`config.mk`:
```
export PLATFORM = sky130hd
export DESIGN_NAME = transmitter
export DESIGN_NICKNAME = d
export VERILOG_FILES = /design/src/rtl/transmitter_pkg.sv /design/src/rtl/transmitter_sync_fifo.sv /design/src/rtl/transmitter.sv
export SDC_FILE = /design/constraint.sdc
export NUM_CORES = 1
export LEC_CHECK = 0
export ABC_AREA = 1
export ABC_CLOCK_PERIOD_IN_PS = 3300
export BUFFER_PORTS_ARGS = -buffer_cell sky130_fd_sc_hd__buf_2
export CAP_MARGIN = 20
export CELL_PAD_IN_SITES_DETAIL_PLACEMENT = 1
export CELL_PAD_IN_SITES_GLOBAL_PLACEMENT = 1
export CORE_ASPECT_RATIO = 1.4
export CORE_MARGIN = 1.5
export CORE_UTILIZATION = 41
export DETAILED_ROUTE_END_ITERATION = 10
export GPL_ROUTABILITY_DRIVEN = 0
export GPL_TIMING_DRIVEN = 0
export PLACE_DENSITY_LB_ADDON = 0.1
export SYNTH_ARGS = -nofsm -noshare
export SYNTH_HDL_FRONTEND = slang
export SYNTH_SLANG_ARGS = --single-unit
```
`constraint.sdc`:
```
create_clock -name clk -period 3.3 [get_ports clk]
set_input_delay 0.165 -clock clk [delete_from_list [all_inputs] [get_ports clk]]
set_output_delay 0.165 -clock clk [all_outputs]
set_load 0.05 [all_outputs]
```
`src/rtl/transmitter_pkg.sv`:
```
// -----------------------------------------------------------------------------
// defines -- shared types and constants for the frame transmitter.
//   header_t      : frame header {dst[47:0], src[47:0], length[15:0]}
//   HDR_BYTES     : number of header bytes put on the wire (6 + 6 + 2)
//   DEFAULT_DEPTH : default payload FIFO depth in bytes
//   state_t       : framing FSM state encoding
//   header_byte() : selects header byte idx, most significant byte first
// -----------------------------------------------------------------------------
package defines;

   localparam int HDR_BYTES     = 14;
   localparam int DEFAULT_DEPTH = 16;

   typedef struct packed {
      logic [47:0] dst;
      logic [47:0] src;
      logic [15:0] length;
   } header_t;

   typedef enum logic [1:0] {
      IDLE = 2'd0,
      HDR  = 2'd1,
      PAY  = 2'd2
   } state_t;

   // Byte 0 is dst[47:40], byte 13 is length[7:0]. Only called with idx < 14.
   function automatic logic [7:0] header_byte(input header_t h, input logic [3:0] idx);
      logic [111:0] flat;
      flat = h;
      return 8'(flat >> (8 * (HDR_BYTES - 1 - int'(idx))));
   endfunction

endpackage

```
`src/rtl/transmitter_sync_fifo.sv`:
```
// -----------------------------------------------------------------------------
// sync_fifo -- single-clock byte FIFO, show-ahead read (dout = oldest entry).
//   clk, rst_n : clock, asynchronous active-low reset (empties the FIFO)
//   wr_en, din : push din; ignored when full unless a pop happens the same cycle
//   rd_en      : pop the oldest entry; ignored when empty
//   dout       : oldest entry, valid while !empty
//   full/empty : combinational from the occupancy count
// A push into an empty FIFO is not visible on dout until the next cycle.
// -----------------------------------------------------------------------------
module sync_fifo #(
   parameter int DEPTH = 16
) (
   input  logic       clk,
   input  logic       rst_n,
   input  logic       wr_en,
   input  logic [7:0] din,
   input  logic       rd_en,
   output logic [7:0] dout,
   output logic       full,
   output logic       empty
);

   localparam int AW = (DEPTH > 1) ? $clog2(DEPTH) : 1;

   logic [7:0]    mem [DEPTH];
   logic [AW-1:0] wr_ptr;
   logic [AW-1:0] rd_ptr;
   logic [AW:0]   count;
   logic          push;
   logic          pop;

   assign full  = (count == (AW+1)'(DEPTH));
   assign empty = (count == '0);
   assign pop   = rd_en && !empty;
   // A pop frees a slot in the same cycle, so a write at full is still taken.
   assign push  = wr_en && (!full || pop);
   assign dout  = mem[rd_ptr];

   // Pointers wrap naturally because DEPTH is a power of two.
   always_ff @(posedge clk or negedge rst_n) begin
      if (!rst_n) begin
         wr_ptr <= '0;
         rd_ptr <= '0;
         count  <= '0;
      end else begin
         if (push) wr_ptr <= wr_ptr + AW'(1);
         if (pop)  rd_ptr <= rd_ptr + AW'(1);
         case ({push, pop})
            2'b10:   count <= count + (AW+1)'(1);
            2'b01:   count <= count - (AW+1)'(1);
            default: count <= count;
         endcase
      end
   end

   always_ff @(posedge clk) begin
      if (push) mem[wr_ptr] <= din;
   end

endmodule

```
`src/rtl/transmitter.sv`:
```
// -----------------------------------------------------------------------------
// transmitter -- serialises a 14-byte header followed by `length` payload bytes
// taken from an internal FIFO onto a byte-wide valid/ready stream.
//   clk, rst_n                     : clock, asynchronous active-low reset
//   tx_header, tx_header_valid/ready: header input handshake
//   btx_wr_en, tx_data, btx_full   : payload FIFO write side
//   tx_axis_tdata, t_valid, t_last : registered output byte stream
//   t_ready                        : downstream accept
//
// Handshake rule for both streams: a transfer happens on a rising edge where
// valid and ready are both 1. Once t_valid is raised, tx_axis_tdata and t_last
// hold until that transfer; valid never depends on ready.
// -----------------------------------------------------------------------------
module transmitter
   import defines::*;
#(
   parameter int DEPTH = DEFAULT_DEPTH
) (
   input  logic       clk,
   input  logic       rst_n,
   input  header_t    tx_header,
   input  logic       tx_header_valid,
   output logic       tx_header_ready,
   input  logic       btx_wr_en,
   input  logic [7:0] tx_data,
   output logic       btx_full,
   output logic [7:0] tx_axis_tdata,
   output logic       t_valid,
   output logic       t_last,
   input  logic       t_ready
);

   state_t      state;
   header_t     hdr_q;
   logic [3:0]  idx;      // next header byte to load into the output register
   logic [15:0] rem;      // payload bytes still to pop for this frame
   logic        alive;    // low until the first edge after reset release

   logic        slot_free;
   logic        hdr_accept;
   logic        hdr_done;
   logic [15:0] pay_rem;
   logic        pop;
   logic [7:0]  fifo_dout;
   logic        fifo_empty;

   sync_fifo #(.DEPTH(DEPTH)) u_fifo (
      .clk   (clk),
      .rst_n (rst_n),
      .wr_en (btx_wr_en),
      .din   (tx_data),
      .rd_en (pop),
      .dout  (fifo_dout),
      .full  (btx_full),
      .empty (fifo_empty)
   );

   assign tx_header_ready = alive && (state == IDLE) && !t_valid;
   assign hdr_accept      = tx_header_valid && tx_header_ready;

   always_comb begin
      // Output register may be (re)loaded when empty or being drained now.
      slot_free = !t_valid || t_ready;
      // All 14 header bytes loaded; the last one leaves on this slot_free edge.
      hdr_done  = (state == HDR) && (idx == 4'(HDR_BYTES));
      // On the HDR->PAY edge the counter is not yet loaded, use length directly
      // so the first payload byte follows the last header byte without a gap.
      pay_rem   = hdr_done ? hdr_q.length : rem;
      pop       = slot_free && !fifo_empty && (pay_rem != 16'd0) &&
                  ((state == PAY) || hdr_done);
   end

   always_ff @(posedge clk or negedge rst_n) begin
      if (!rst_n) begin
         state         <= IDLE;
         hdr_q         <= '0;
         idx           <= '0;
         rem           <= '0;
         t_valid       <= 1'b0;
         t_last        <= 1'b0;
         tx_axis_tdata <= 8'h00;
         alive         <= 1'b0;
      end else begin
         alive <= 1'b1;
         case (state)
            IDLE: begin
               if (hdr_accept) begin
                  hdr_q         <= tx_header;
                  t_valid       <= 1'b1;
                  tx_axis_tdata <= tx_header.dst[47:40];
                  t_last        <= 1'b0;
                  idx           <= 4'd1;
                  state         <= HDR;
               end
            end
            HDR: begin
               if (slot_free) begin
                  if (!hdr_done) begin
                     t_valid       <= 1'b1;
                     tx_axis_tdata <= header_byte(hdr_q, idx);
                     t_last        <= (idx == 4'(HDR_BYTES - 1)) && (hdr_q.length == 16'd0);
                     idx           <= idx + 4'd1;
                  end else begin
                     idx <= '0;
                     if (hdr_q.length == 16'd0) begin
                        t_valid <= 1'b0;
                        t_last  <= 1'b0;
                        state   <= IDLE;
                     end else begin
                        state <= PAY;
                        if (pop) begin
                           t_valid       <= 1'b1;
                           tx_axis_tdata <= fifo_dout;
                           t_last        <= (hdr_q.length == 16'd1);
                           rem           <= hdr_q.length - 16'd1;
                        end else begin
                           t_valid <= 1'b0;
                           t_last  <= 1'b0;
                           rem     <= hdr_q.length;
                        end
                     end
                  end
               end
            end
            PAY: begin
               if (slot_free) begin
                  if (t_valid && t_last) begin
                     t_valid <= 1'b0;
                     t_last  <= 1'b0;
                     state   <= IDLE;
                  end else if (pop) begin
                     t_valid       <= 1'b1;
                     tx_axis_tdata <= fifo_dout;
                     t_last        <= (rem == 16'd1);
                     rem           <= rem - 16'd1;
                  end else begin
                     // FIFO ran dry mid-frame: bubble until a byte arrives.
                     t_valid <= 1'b0;
                     t_last  <= 1'b0;
                  end
               end
            end
            default: state <= IDLE;
         endcase
      end
   end

endmodule

```
; ---- After elaboration in Yosys (flattened, before gate mapping)
; Memories as Yosys holds them, arrays and structs flattened.
; Index checks and enable logic that the tools add are counted.
[op_classes]
add_sub_neg = 8
eq_ne = 18
shifts = 1
n_mux = 48
reduce_logical = 31
[op_table]
columns = op, count
row1 = 16-bit 2-to-1 mux, 8
row2 = 112-bit by 32-bit >> shifter with 8-bit output, 1
row3 = 8-bit 2-to-1 mux, 7
row4 = "16-bit by 1-bit equality test with 1-bit output, second input constant", 2
row5 = 16-bit case mux with 2 select lines, 1
row6 = "16-bit by 1-bit subtractor with 16-bit output, second input constant", 2
row7 = 8-bit case mux with 3 select lines, 1
row8 = 1-bit 2-to-1 mux, 17
row9 = 16-bit zero test, 1
row10 = 16-bit nonzero test, 1
row11 = "4-bit by 1-bit adder with 4-bit output, second input constant", 3
row12 = 2-bit 2-to-1 mux, 6
row13 = 4-bit 2-to-1 mux, 3
row14 = "2-bit inequality test, second input constant", 6
row15 = 1-bit logical AND, 11
row16 = 5-bit case mux with 2 select lines, 1
row17 = "4-bit equality test, second input constant", 2
row18 = 4-bit case mux with 2 select lines, 1
row19 = 7-bit AND reduction, 1
row20 = 1-bit case mux with 3 select lines, 2
row21 = 2-bit case mux with 3 select lines, 1
row22 = 6-bit AND reduction, 1
row23 = 2-bit nonzero test, 3
row24 = "5-bit by 1-bit adder with 5-bit output, second input constant", 1
row25 = 16 further kinds, 23
[totals]
reg_bits = 158
ram_bits = 128
inputBits = 125
output_inout_bits = 12
word_cells = 120
mem_count = 1
[memory_table]
columns = memory, words, width, rd, rd_ports_with_merged_regs, wr, line_no
row1 = u_fifo.mem, 16, 8, 1, 0, 1, transmitter_sync_fifo.sv:25  ; logic [7:0] mem [DEPTH];

; ---- Depth between registers and ports, before layout
; Gate-level depths: netlist of the first run.
[logic_depth]
word_depth = 11
ltp_mapped = 23
ltp_nobuf = 20

; ---- Hierarchy
; A second synthesis of the first run with hierarchy kept.
[hier_totals]
cells_unflattened = 1535
area_unflattened_um2 = 14298.7
[by_module_without_submodules]
columns = module, instances, cells_each, area_per_inst_um2, seq_area_each_um2
row1 = transmitter, 1, 1057, 8345.5, 3628.5
row2 = sync_fifo, 1, 478, 5953.2, 4169.0

; ---- Worst setup path before layout of the first run
; OpenSTA, ideal clock, no wires.
[synth_timing]
path_type = flip-flop to flip-flop
from = register idx[0]
to = register u_fifo.count[4]
setup_ns = 0.113
t_arrival_ns = 3.044
required_time_ns = 3.187
setup_slack_ns = 0.144
stages_incl_launch_ff = 22
path_buffers = 3
period_less_slack_ns = 3.156
cell_sequence = dfrtp_1 clkbuf_1 inv_1 buf_2 buf_1 ha_1 nand3_2 nor2_4 nand4_1 nand4_4 inv_2 nand2_1 inv_1 fa_1 nand2_1 nand2_1 a21oi_1 nand2_1 nand2_1 nand3_1 nand2_1 inv_1
[synth_between]
elab_chain_len = 11
word_cells_on_any_way = 14
classes_between = 3 x eq/ne / 2 x mux / 9 x reduce/logical
[synth_rtl]
columns = element, line_no
row1 = from (decl), transmitter.sv:35  ; logic [3:0] idx;
row2 = from (signal assigned), transmitter.sv:102  ; idx <= idx + 4'd1;
row3 = 4-bit equality test (*), transmitter.sv:65  ; hdr_done = (state == HDR) && (idx == 4'(HDR_BYTES));
row4 = 1-bit logical AND (*), transmitter.sv:65
row5 = 16-bit 2-to-1 mux, transmitter.sv:68  ; pay_rem = hdr_done ? hdr_q.length : rem;
row6 = 16-bit nonzero test, transmitter.sv:69  ; pop = slot_free && !fifo_empty && (pay_rem != 16'd0) &&
row7 = 1-bit logical AND, transmitter.sv:69
row8 = 1-bit logical AND (*), transmitter.sv:69
row9 = 1-bit logical AND (*), transmitter_sync_fifo.sv:34  ; assign pop = rd_en && !empty;
row10 = 1-bit logical OR, transmitter_sync_fifo.sv:36  ; assign push = wr_en && (!full || pop);
row11 = 1-bit logical AND, transmitter_sync_fifo.sv:36
row12 = 2-bit by 1-bit equality test with 1-bit output or 2-bit equality test (tied branches), transmitter_sync_fifo.sv:48  ; case ({push, pop})
row13 = 5-bit case mux with 2 select lines or 2-bit nonzero test (tied branches), --
row14 = to (signal assigned), transmitter_sync_fifo.sv:49  ; 2'b10: count <= count + (AW+1)'(1);
row15 = to (signal assigned), transmitter_sync_fifo.sv:50  ; 2'b01: count <= count - (AW+1)'(1);
row16 = to (signal assigned), transmitter_sync_fifo.sv:51  ; default: count <= count;
row17 = to (decl), transmitter_sync_fifo.sv:28  ; logic [AW:0] count;
; Every way passes the cells marked *; elsewhere a longest branch is shown, timed or not.
; A chain may end at the register's enable or synchronous reset.

; ---- Worst setup path after layout of the first run
[layout_timing]
from = register state[0]
to = register hdr_q[27] in the netlist's numbering
[layout_between]
elab_chain_len = 5
[layout_rtl]
columns = element, line_no
row1 = from (decl), transmitter.sv:33  ; state_t state;
row2 = from (signal assigned), transmitter.sv:75  ; state <= IDLE;
row3 = from (signal assigned), transmitter.sv:93  ; state <= HDR;
row4 = from (signal assigned), transmitter.sv:108  ; state <= IDLE;
row5 = 2-bit zero test (*), "transmitter.sv:58, transmitter.sv:85"
row6 = 1-bit logical AND (2 in a row), transmitter.sv:58  ; assign tx_header_ready = alive && (state == IDLE) && !t_valid;
row7 = 1-bit logical AND, transmitter.sv:59  ; assign hdr_accept = tx_header_valid && tx_header_ready;
row8 = 2-bit AND reduction (no source line) (*), --
row9 = to (signal assigned), transmitter.sv:88  ; hdr_q <= tx_header;
row10 = to (decl), transmitter.sv:34  ; header_t hdr_q;
; Marked as above.

==> impl_metrics.ini, run 1 <==
[die]
die_area_um2 = 35300
die_x_um = 159
initial_core_util = 0.419
ios = 137
dieHeight_um = 222
num_rows = 79
core-area_um2 = 33400

[worst_setup_path]
worstSetupPathType = register to register
cp_num_buf_inv = 4
critPathSlowestCell = clkbuf_1
cp-end-kind = register
critPathMaxFanout = 10
crit_family = buffers and inverters
slowest_delay_ps = 670
cp-start-kind = register
path_cells = inv_1 > ha_1 > nand2_1 > nor2_1 > nand2_1 > inv_1 > clkbuf_1 > clkbuf_1 > nand2_1 > nand2_1
cp.required_ps = 3810
crit_top_cell = nand2_1
cp.arrival_ps = 3620

[synth]
synth-compound-area-share = 0.0631
netlist_top_cells_area = dfrtp_1, edfxtp_1, nand2_1
synth_seq_cells = 286
async_reset_ff_frac = 0.552
ys.flop_type = dfrtp_1
synth-simple-area-share = 0.296
synth_edf_count = 128
synthMuxAreaShare = 0
synthAdderAreaFrac = 0.0202
synth-seq-area-share = 0.557
netlist.area_leader.share = 0.282
syn-cell-area_um2 = 14000
synthXorXnorAreaFrac = 0.0175
synth_top_family_by_area = simple AND/OR/NAND/NOR gates
syn_inst = 1685
synthDistinctLibCells = 42
ys_warn_count = 0
synth_area_per_cell_um2 = 8.31
synth_top_area_cell = dfrtp_1
synth_fp_nets = 1832

[routing]
drt_first_pass_iters = 5
wl_met2_um = 27400
avgRoutedWirePerCell_um = 20.2
route.met3.wl_um = 1450
wirelength_met1_um = 18600
postRouteAntennaNets = 0
vias = 12735
wl_um = 49500
drc = 0
top_layer = met4
routed_via_density = 5.19
first_iter_violations = 668

[timing]
finalHoldViolCount = 0
fin_crit_ps = 3120
final-setup-viol-count = 0
finalCritPeriodShare = 0.945
slew_violations = 0
fin_ws_ps = 182
worstMarginPinSlew_ps = 837
slew_headroom = 0.442
fmax_mhz = 321
finClkSkew_ps = 14.4
grt_setup_unrepaired = false

[cells_and_area]
finalInstanceArea_um2 = 17800
multi_input_area_um2 = 5690
area_delta_synth_final_pct = 27.1
diodes = 0
fillers = 4033
fin_util = 0.533
regArea_um2 = 7800
drive_above_1_share = 0.124
nets = 2131

[grt]
grt_usage = 0.280
grt_antenna_before_repair = 0
grt_pass1_vias = 13719
grt_pass1_wl_um = 76600
grt_max_degree = 81
grt_overflow = 0

[placed_design]
hpwlAfterDp_um = 34300
pre_cts_slack_ps = -1050
placed_area_um2 = 15300
io_buffers = 136

[clock_network]
clk_latency_ps = 580
path_clk_slew_ps = 60
cts_tree = built
clk_path_buf_depth = 3
clock_tree.root_cell = clkbuf_16
numCtsBuffers = 29
cts_sinks = 286
htree_levels = 1

[power]
power.density_nw_per_um2 = 899
vdd_drop_max_mv = 0.485
leakage_nw = 8.13

[outcome]
status = complete, no violations

[job]
cap_violations = 0

[hold_path]
worstHoldPathType = primary input to register
[worst paths after layout]
kind / slack, ps / depth (start not counted) / startpoint / endpoint
worst min-delay path: 40 / 1 / tx_data[2] / u_fifo.mem[12][2]
worst max register to register: 180 / 10 / state[0] / hdr_q[27]
max in group asynchronous: 2330 / 3 / rst_n / idx[0]
min in group asynchronous: 140 / 2 / rst_n / hdr_q[18]
worst max-delay path: 180 / 10 / state[0] / hdr_q[27]
worst min register to register: 480 / 2 / hdr_q[16] / hdr_q[16]
[Yosys cell counts (2+ instances only)]
library cell / instances
o21ai_0: 71
nor2_2: 2
nor2_1: 109
buf_4: 3
nand2_1: 722
edfxtp_1: 128
ha_1: 21
or2_2: 2
dfrtp_1: 158
buf_1: 6
nand3_1: 166
clkbuf_1: 59
nor3_1: 7
inv_2: 5
buf_2: 13
o41ai_1: 2
a21boi_0: 2
clkinv_1: 2
inv_1: 78
xnor2_1: 6
nand3_2: 3
nand4_1: 6
a21oi_1: 53
a31oi_1: 6
xor2_1: 22
o211ai_1: 17
[cell type report]
| class | count | area share |
|---|---|---|
| Multi-Input combinational cell | 1233 | 0.320 |
| Sequential cell | 286 | 0.438 |
| Buffer | 79 | 0.0190 |
| Tap cell | 445 | 0.0313 |
| Inverter | 85 | 0.0182 |
| Timing Repair Buffer | 270 | 0.118 |
| Clock buffer | 47 | 0.0486 |
| Clock inverter | 7 | 0.00703 |
[sequential cells by signal (all words and copies together) (netlist names)]
| register | flops |
|---|---|
| alive | 1 |
| t_valid | 1 |
| state | 2 |
| u_fifo.count | 5 |
| u_fifo.wr_ptr | 4 |
| u_fifo.mem | 128 |
| u_fifo.rd_ptr | 4 |
| tx_axis_tdata | 8 |
| idx | 4 |
| hdr_q | 112 |
| t_last | 1 |
| rem | 16 |
[where the power goes]
part	switching (mW)	internal [mW]	total [mW]
Combinational	4.71	2.20	6.91
Sequential	0.851	4.77	5.62
Clock	1.44	2.03	3.47
[cell families (layout without fill, tap and decap cells)]
family / count (synthesis) / count (layout)
and+or+nand+nor: 1024 / 1024
DFF: 286 / 286
buffers and inverters: 166 / 488
AOI/OAI and AO/OA: 158 / 158
xor gates and xnor gates: 28 / 28
adders and majority gates: 22 / 22
other: 1 / 1
[what timing repair did]
action	4_1_cts	5_1_grt
setup endpoints to repair	156	129
pin swaps	3	10
hold buffers	120	0
setup buffers	4	9
resized for setup	37	6
cloned	0	0
endpoints found under the hold margin	295	0
[stage by stage]
stage | hold slack [ps] | std cells | setup TNS (ps) | power (mW)
after detailed placement | 188 | 2267 | -125670 | 12.2
final | 38.7 | 2452 | 0 | 16.0
after global routing | 38.2 | 2452 | 0 | 17.1
after global placement | 359 | 2266 | -186260 | 12.0
after CTS | 13.1 | 2444 | -2480 | 16.0
after floorplan | -131 | 1685 | 0 | 9.82
[layout by cell type (no fill, tap or decap), types with 2 or more instances in the layout]
cell type,count
a21boi_0,2
a21oi_1,52
a21oi_2,2
a31oi_1,6
buf_1,5
buf_12,8
buf_2,147
buf_4,9
bufinv_16,3
clkbuf_1,67
clkbuf_16,29
clkbuf_4,3
clkbuf_8,6
clkinv_1,2
clkinv_2,3
dfrtp_1,157
dlygate4sd3_1,120
edfxtp_1,128
ha_1,21
inv_1,76
inv_2,6
nand2_1,722
nand3_1,166
nand3_2,3
nand4_1,6
nor2_1,93
nor2_4,18
nor3_1,7
o211ai_1,17
o21ai_0,71
o41ai_1,2
or2_2,2
xnor2_1,6
xor2_1,22
[routing by layer]
| metal | vias up | track usage |
|---|---|---|
| met4 | 0 | 0.121 |
| met5 | - | 0 |
| met1 | 6261 | 0.303 |
| li1 | 6074 | - |
| met3 | 108 | 0.0234 |
| met2 | 292 | 0.548 |
Power figures use the tool's default switching activity.
==> run 2, diff against run 1 <==
Settings changed: CORE_ASPECT_RATIO 1.4 to default, PLACE_DENSITY_LB_ADDON 0.1 to 0.08.
==> run 2 against run 1 <==
Effect of this change: clock power rose by 10%; critical endpoint is now u_fifo.count[4]; via count rose by 1.7%; clock skew rose by 6.3 ps; cell count fell by 0.12%; routed wire length rose by 1.1%.
==> impl_metrics.ini, run 2 (synthesis results as in run 1) <==
[placed_design]
dp.cells = 2270
hpwlAfterDp_um = 34000
placed_area_um2 = 15300
pre_cts_slack_ps = -1180
io_buffers = 136

[worst_setup_path]
cp.arrival_ps = 3470
cp.required_ps = 3720
worstSetupPathType = register to register
cp-start-kind = register
critPathMaxFanout = 19
cp-end-kind = register
r2r_setup_slack_ps = 250

[clock_network]
clock_tree.root_cell = clkbuf_16
htree_levels = 2
path_clk_slew_ps = 60
cts_tree = built
cts_sinks = 286
clk_path_buf_depth = 3
numCtsBuffers = 34
clk_latency_ps = 530

[grt]
grt_overflow = 0
grt_usage = 0.288
grt_pass1_vias = 13796
grt_antenna_before_repair = 1
grt_pass1_wl_um = 78100
grt_max_degree = 82

[routing]
routed_via_density = 5.29
first_iter_violations = 881
drt_first_pass_iters = 5
vias = 12955
drc = 0
postRouteAntennaNets = 0
wl_um = 50100
avgRoutedWirePerCell_um = 20.4

[cells_and_area]
drive_above_1_share = 0.129
layout_common_cells = nand2_1, nand3_1, dfrtp_1
largest_registers = u_fifo.mem: 128 flops, hdr_q: 112 flops, rem: 16 flops
fillers = 4047
area_delta_synth_final_pct = 26.9
nets = 2124
finalInstanceArea_um2 = 17800
top_register = u_fifo.mem
largest_reg_flops = 128
final_common_cell = nand2_1
fin_cells = 2449

[power]
power.density_nw_per_um2 = 925
vdd_drop_max_mv = 0.409
leakage_nw = 8.14

[hold_path]
worstHoldPathType = primary input to register

[timing]
grt_setup_unrepaired = false
finalHoldWorstSlack_ps = 35.3
finClkSkew_ps = 20.7
finalCritPeriodShare = 0.924
finalSetupTns_ps = 0
fin_crit_ps = 3050
finalHoldViolCount = 0
fmax_mhz = 328
slew_violations = 0
fin_ws_ps = 252
worstMarginPinSlew_ps = 898
slew_headroom = 0.401
final-setup-viol-count = 0

[die]
die_area_um2 = 35300
ios = 137
die_x_um = 188
core-area_um2 = 33600
initial_core_util = 0.417
num_rows = 67
dieHeight_um = 188

[outcome]
status = complete, no violations

[job]
cap_violations = 0
-- run 2: final timing paths --
kind	cells after the start	end	startpoint
setup reg to reg	20	u_fifo.count[4]	idx[0]
min in group asynchronous	2	u_fifo.count[1]	rst_n
setup / recovery	20	u_fifo.count[4]	idx[0]
max in group asynchronous	3	hdr_q[100]	rst_n
hold reg to reg	2	hdr_q[46]	hdr_q[46]
hold / removal	1	u_fifo.mem[10][7]	tx_data[7]
-- run 2: stage by stage --
| step | util | power (mW) |
|---|---|---|
| after global placement | 0.454 | 12.1 |
| after global routing | 0.529 | 17.6 |
| after CTS | 0.527 | 16.4 |
| final | 0.529 | 16.4 |
| after detailed placement | 0.455 | 12.3 |
| after floorplan | - | 9.82 |
-- run 2: what timing repair did --
| action | in CTS | in global routing |
|---|---|---|
| pin swaps | 3 | 4 |
| hold endpoints to repair | 188 | 0 |
| buffers inserted | 5 | 4 |
| hold buffers | 112 | 0 |
| endpoints found under the setup margin | 154 | 130 |
| gates resized for setup | 41 | 9 |
-- run 2: final cells by class --
type	instances	area, um^2	area share
Sequential cell	286	7800	0.439
Multi-Input combinational cell	1233	5700	0.321
Timing Repair Buffer	258	1920	0.108
Clock buffer	43	956	0.0538
Tap cell	448	561	0.0315
Buffer	79	340	0.0192
Inverter	85	324	0.0182
Clock inverter	16	168	0.00943
Antenna cell	1	2.50	0.000141
-- run 2: worst max-delay path, cell delays in order (launching register included) --
cell and delay (ps):
dfrtp_2 460, inv_2 110, buf_12 170, ha_1 180, nand3_2 130, nor2_4 210, nor2_4 100, inv_2 140
nand4_4 130, inv_6 120, nand2_1 100, inv_2 110, ha_1 280, nand2_1 90, nand2_1 70, a21oi_2 180
nand2_1 80, nand2_1 90, nand3_1 70, nand2_1 70, inv_1 40
-- run 2: metal layers --
metal,global-route usage,routed length [um],vias to the layer above
li1,-,-,6067
met1,0.389,22100,6402
met2,0.472,23600,386
met3,0.0399,2740,100
met4,0.105,1690,0
met5,0,0,-
-- run 2: where the power goes --
part           switching (mW)  internal (mW)  total (mW)
Sequential              0.816           4.78        5.59
Combinational            4.85           2.18        7.03
Clock                    1.53           2.29        3.82
Total                    7.20           9.24        16.4
==> run 3, diff against run 2 <==
Settings changed: CAP_MARGIN 20 to default, CORE_UTILIZATION 41 to 42, CTS_BUF_LIST from default to sky130_fd_sc_hd__clkbuf_8 sky130_fd_sc_hd__clkbuf_16, SYNTH_HIERARCHICAL from default to 1.
==> run 3 against run 2 <==
Effect of this change: non-clock buffer count down 3; synthesized cell count shrank 8.9%; register-to-register slack got worse by 120 ps; core utilization grew 0.90 points; largest cell class unchanged.
==> impl_metrics.ini, run 3 <==
[cells_and_area]
top_register = u_fifo/mem
fin_cells = 2302
layout_common_cells = nand2_1, nor2_1, buf_2
fillers = 3858
diodes = 0
fin_util = 0.538
area_delta_synth_final_pct = 26.1
largest_registers = u_fifo/mem: 128 flops, hdr_q: 112 flops, rem: 16 flops
largest_reg_flops = 128
nets = 1975
final_common_cell = nand2_1
drive_above_1_share = 0.201

[synth]
synth_top_family_by_area = simple AND/OR/NAND/NOR gates
netlist_top_cells_area = dfrtp_1, edfxtp_1, nand2_1
syn_inst = 1535
synthMuxAreaShare = 0.0599
ys.flop_type = dfrtp_1
synth_area_per_cell_um2 = 9.32
netlist.area_leader.share = 0.277
synth_edf_count = 128
yosysMostFrequentCell = nand2_1
synth_seq_cells = 286
synth_fp_nets = 1682
synth-compound-area-share = 0.0911
synthAdderAreaFrac = 0.0198
synth-seq-area-share = 0.545
synth-simple-area-share = 0.207
syn-cell-area_um2 = 14300
async_reset_ff_frac = 0.552
synth_top_area_cell = dfrtp_1
synthXorXnorAreaFrac = 0.0171
synthTopCellsByCount = nand2_1, nor2_1, dfrtp_1, edfxtp_1, nand3_1
synthDistinctLibCells = 45
ys_warn_count = 6

[routing]
wl_met2_um = 23900
drc = 0
drt_first_pass_iters = 5
first_iter_violations = 784
route.met3.wl_um = 2480
wirelength_met1_um = 21200
vias = 12395
postRouteAntennaNets = 0
avgRoutedWirePerCell_um = 21.3
routed_via_density = 5.38
wl_um = 49000
top_layer = met4

[grt]
grt_max_degree = 95
grt_pass1_wl_um = 75400
grt_pass1_vias = 13116
grt_usage = 0.282
grt_overflow = 0
grt_antenna_before_repair = 0

[worst_setup_path]
cp-start-kind = register
crit_family = buffers and inverters
cp-end-kind = register
cp_num_buf_inv = 4
path_cells = buf_2 > inv_1 > ha_1 > buf_2 > nor2_1 > clkbuf_2 > o211ai_1 > nand3_1 > nand2_1 > nand3_1 > nand3_1 > nand2_1 > nand2_1
worstSetupPathType = register to register
cp.arrival_ps = 3590
cp.required_ps = 3730
critPathMaxFanout = 11
ff2ff_path_depth = 13
reg2reg_from = idx[1]
critPathSlowestCell = dfrtp_1
r2r_end = tx_axis_tdata[4]
r2r_setup_slack_ps = 140
slowest_delay_ps = 450

[hold_path]
hold_depth = 1
hold_start = tx_data[2]
whs_endpoint = u_fifo/mem[5][2]
worstHoldPathType = primary input to register

[placed_design]
dp.cells = 2120
hpwlAfterDp_um = 33100
pre_cts_slack_ps = -1070
io_buffers = 136

[timing]
finalSetupTns_ps = 0
worstMarginPinSlew_ps = 921
fin_crit_ps = 3160
final-setup-viol-count = 0
finalHoldWorstSlack_ps = 22.0
slew_violations = 0
slew_headroom = 0.384
finalHoldViolCount = 0
grt_setup_unrepaired = true
fmax_mhz = 316
finalCritPeriodShare = 0.958
fin_ws_ps = 137
finClkSkew_ps = 13.4

[clock_network]
numCtsBuffers = 35
clock_tree.root_cell = clkbuf_16
path_clk_slew_ps = 60
htree_levels = 2
cts_tree = built
clk_path_buf_depth = 3
clk_latency_ps = 550
cts_sinks = 286

[die]
core-area_um2 = 33500
die_x_um = 188
initial_core_util = 0.426
num_rows = 67
ios = 137
dieHeight_um = 188
die_area_um2 = 35200

[power]
power.density_nw_per_um2 = 442
leakage_nw = 8.34
vdd_drop_max_mv = 0.413

[outcome]
status = complete, no violations

[job]
cap_violations = 0
==> run 3: how the worst max path moves through the flow <==
stage / from / end / slack, ps / cells after the start
2_1_floorplan: idx[0] / u_fifo/count[4] / 90 / 22
3_3_place_gp: idx[0] / u_fifo/mem[9][6] / -1000 / 15
3_5_place_dp: idx[0] / u_fifo/mem[9][5] / -1070 / 15
4_1_cts: idx[0] / u_fifo/count[4] / 10 / 22
5_1_grt: idx[0] / u_fifo/count[4] / -30 / 21
6_report: idx[1] / tx_axis_tdata[4] / 140 / 13
==> run 3: through the flow <==
stage                     total power [mW]  area (um^2)
final                                 7.96        18000
after global routing                  8.17        18000
after CTS                             8.03        18000
after detailed placement              3.99        15600
after global placement                3.99        15500
after floorplan                       3.83        14300
==> run 3: where the power goes <==
group	total, mW	switching (mW)	leakage, nW	internal (mW)
registers	3.73	0.00385	3.14	3.73
logic	0.300	0.147	4.61	0.152
clock network	3.93	1.57	0.591	2.36
==> run 3: logic make-up after synthesis <==
logic type / Yosys count
AO/OA/AOI/OAI: 232
XOR/XNOR: 27
adder cells (fa/ha/maj): 22
buffers and inverters: 190
flip-flops: 286
multiplexers: 76
other: 1
AND/OR/NAND/NOR: 701
==> run 3: repair_timing <==
action / in CTS / in global routing
pin swaps: 1 / 2
resized for setup: 17 / 18
buffers inserted: 4 / 3
endpoints found under the setup margin: 155 / 104
hold endpoints to repair: 177 / 0
cloned: 0 / 0
hold buffers: 114 / 0
==> run 3: final cells by class <==
cell class / count / area [um^2] / share of cell area
Inverter: 112 / 442 / 0.0245
Buffer: 76 / 438 / 0.0243
Sequential cell: 286 / 7800 / 0.433
Timing Repair Buffer: 258 / 1910 / 0.106
Tap cell: 448 / 561 / 0.0311
Clock inverter: 21 / 190 / 0.0105
Multi-Input combinational cell: 1059 / 5710 / 0.316
Clock buffer: 42 / 983 / 0.0545
==> run 3: worst register-to-register path, delay by kind of cell, from the launching register on <==
kind / cells / cell delay (ps)
AO/OA/AOI/OAI: 1 / 160
AND/OR/NAND/NOR: 7 / 900
adder cells (fa/ha/maj): 1 / 370
buffers and inverters: 4 / 1170
flip-flops: 1 / 450
==> run 3: routing by layer <==
metal / vias to the layer above / GRT usage
met1: 6264 / 0.367
met3: 92 / 0.0453
met5: - / 0
met2: 329 / 0.479
met4: 0 / 0.0982
li1: 5710 / -
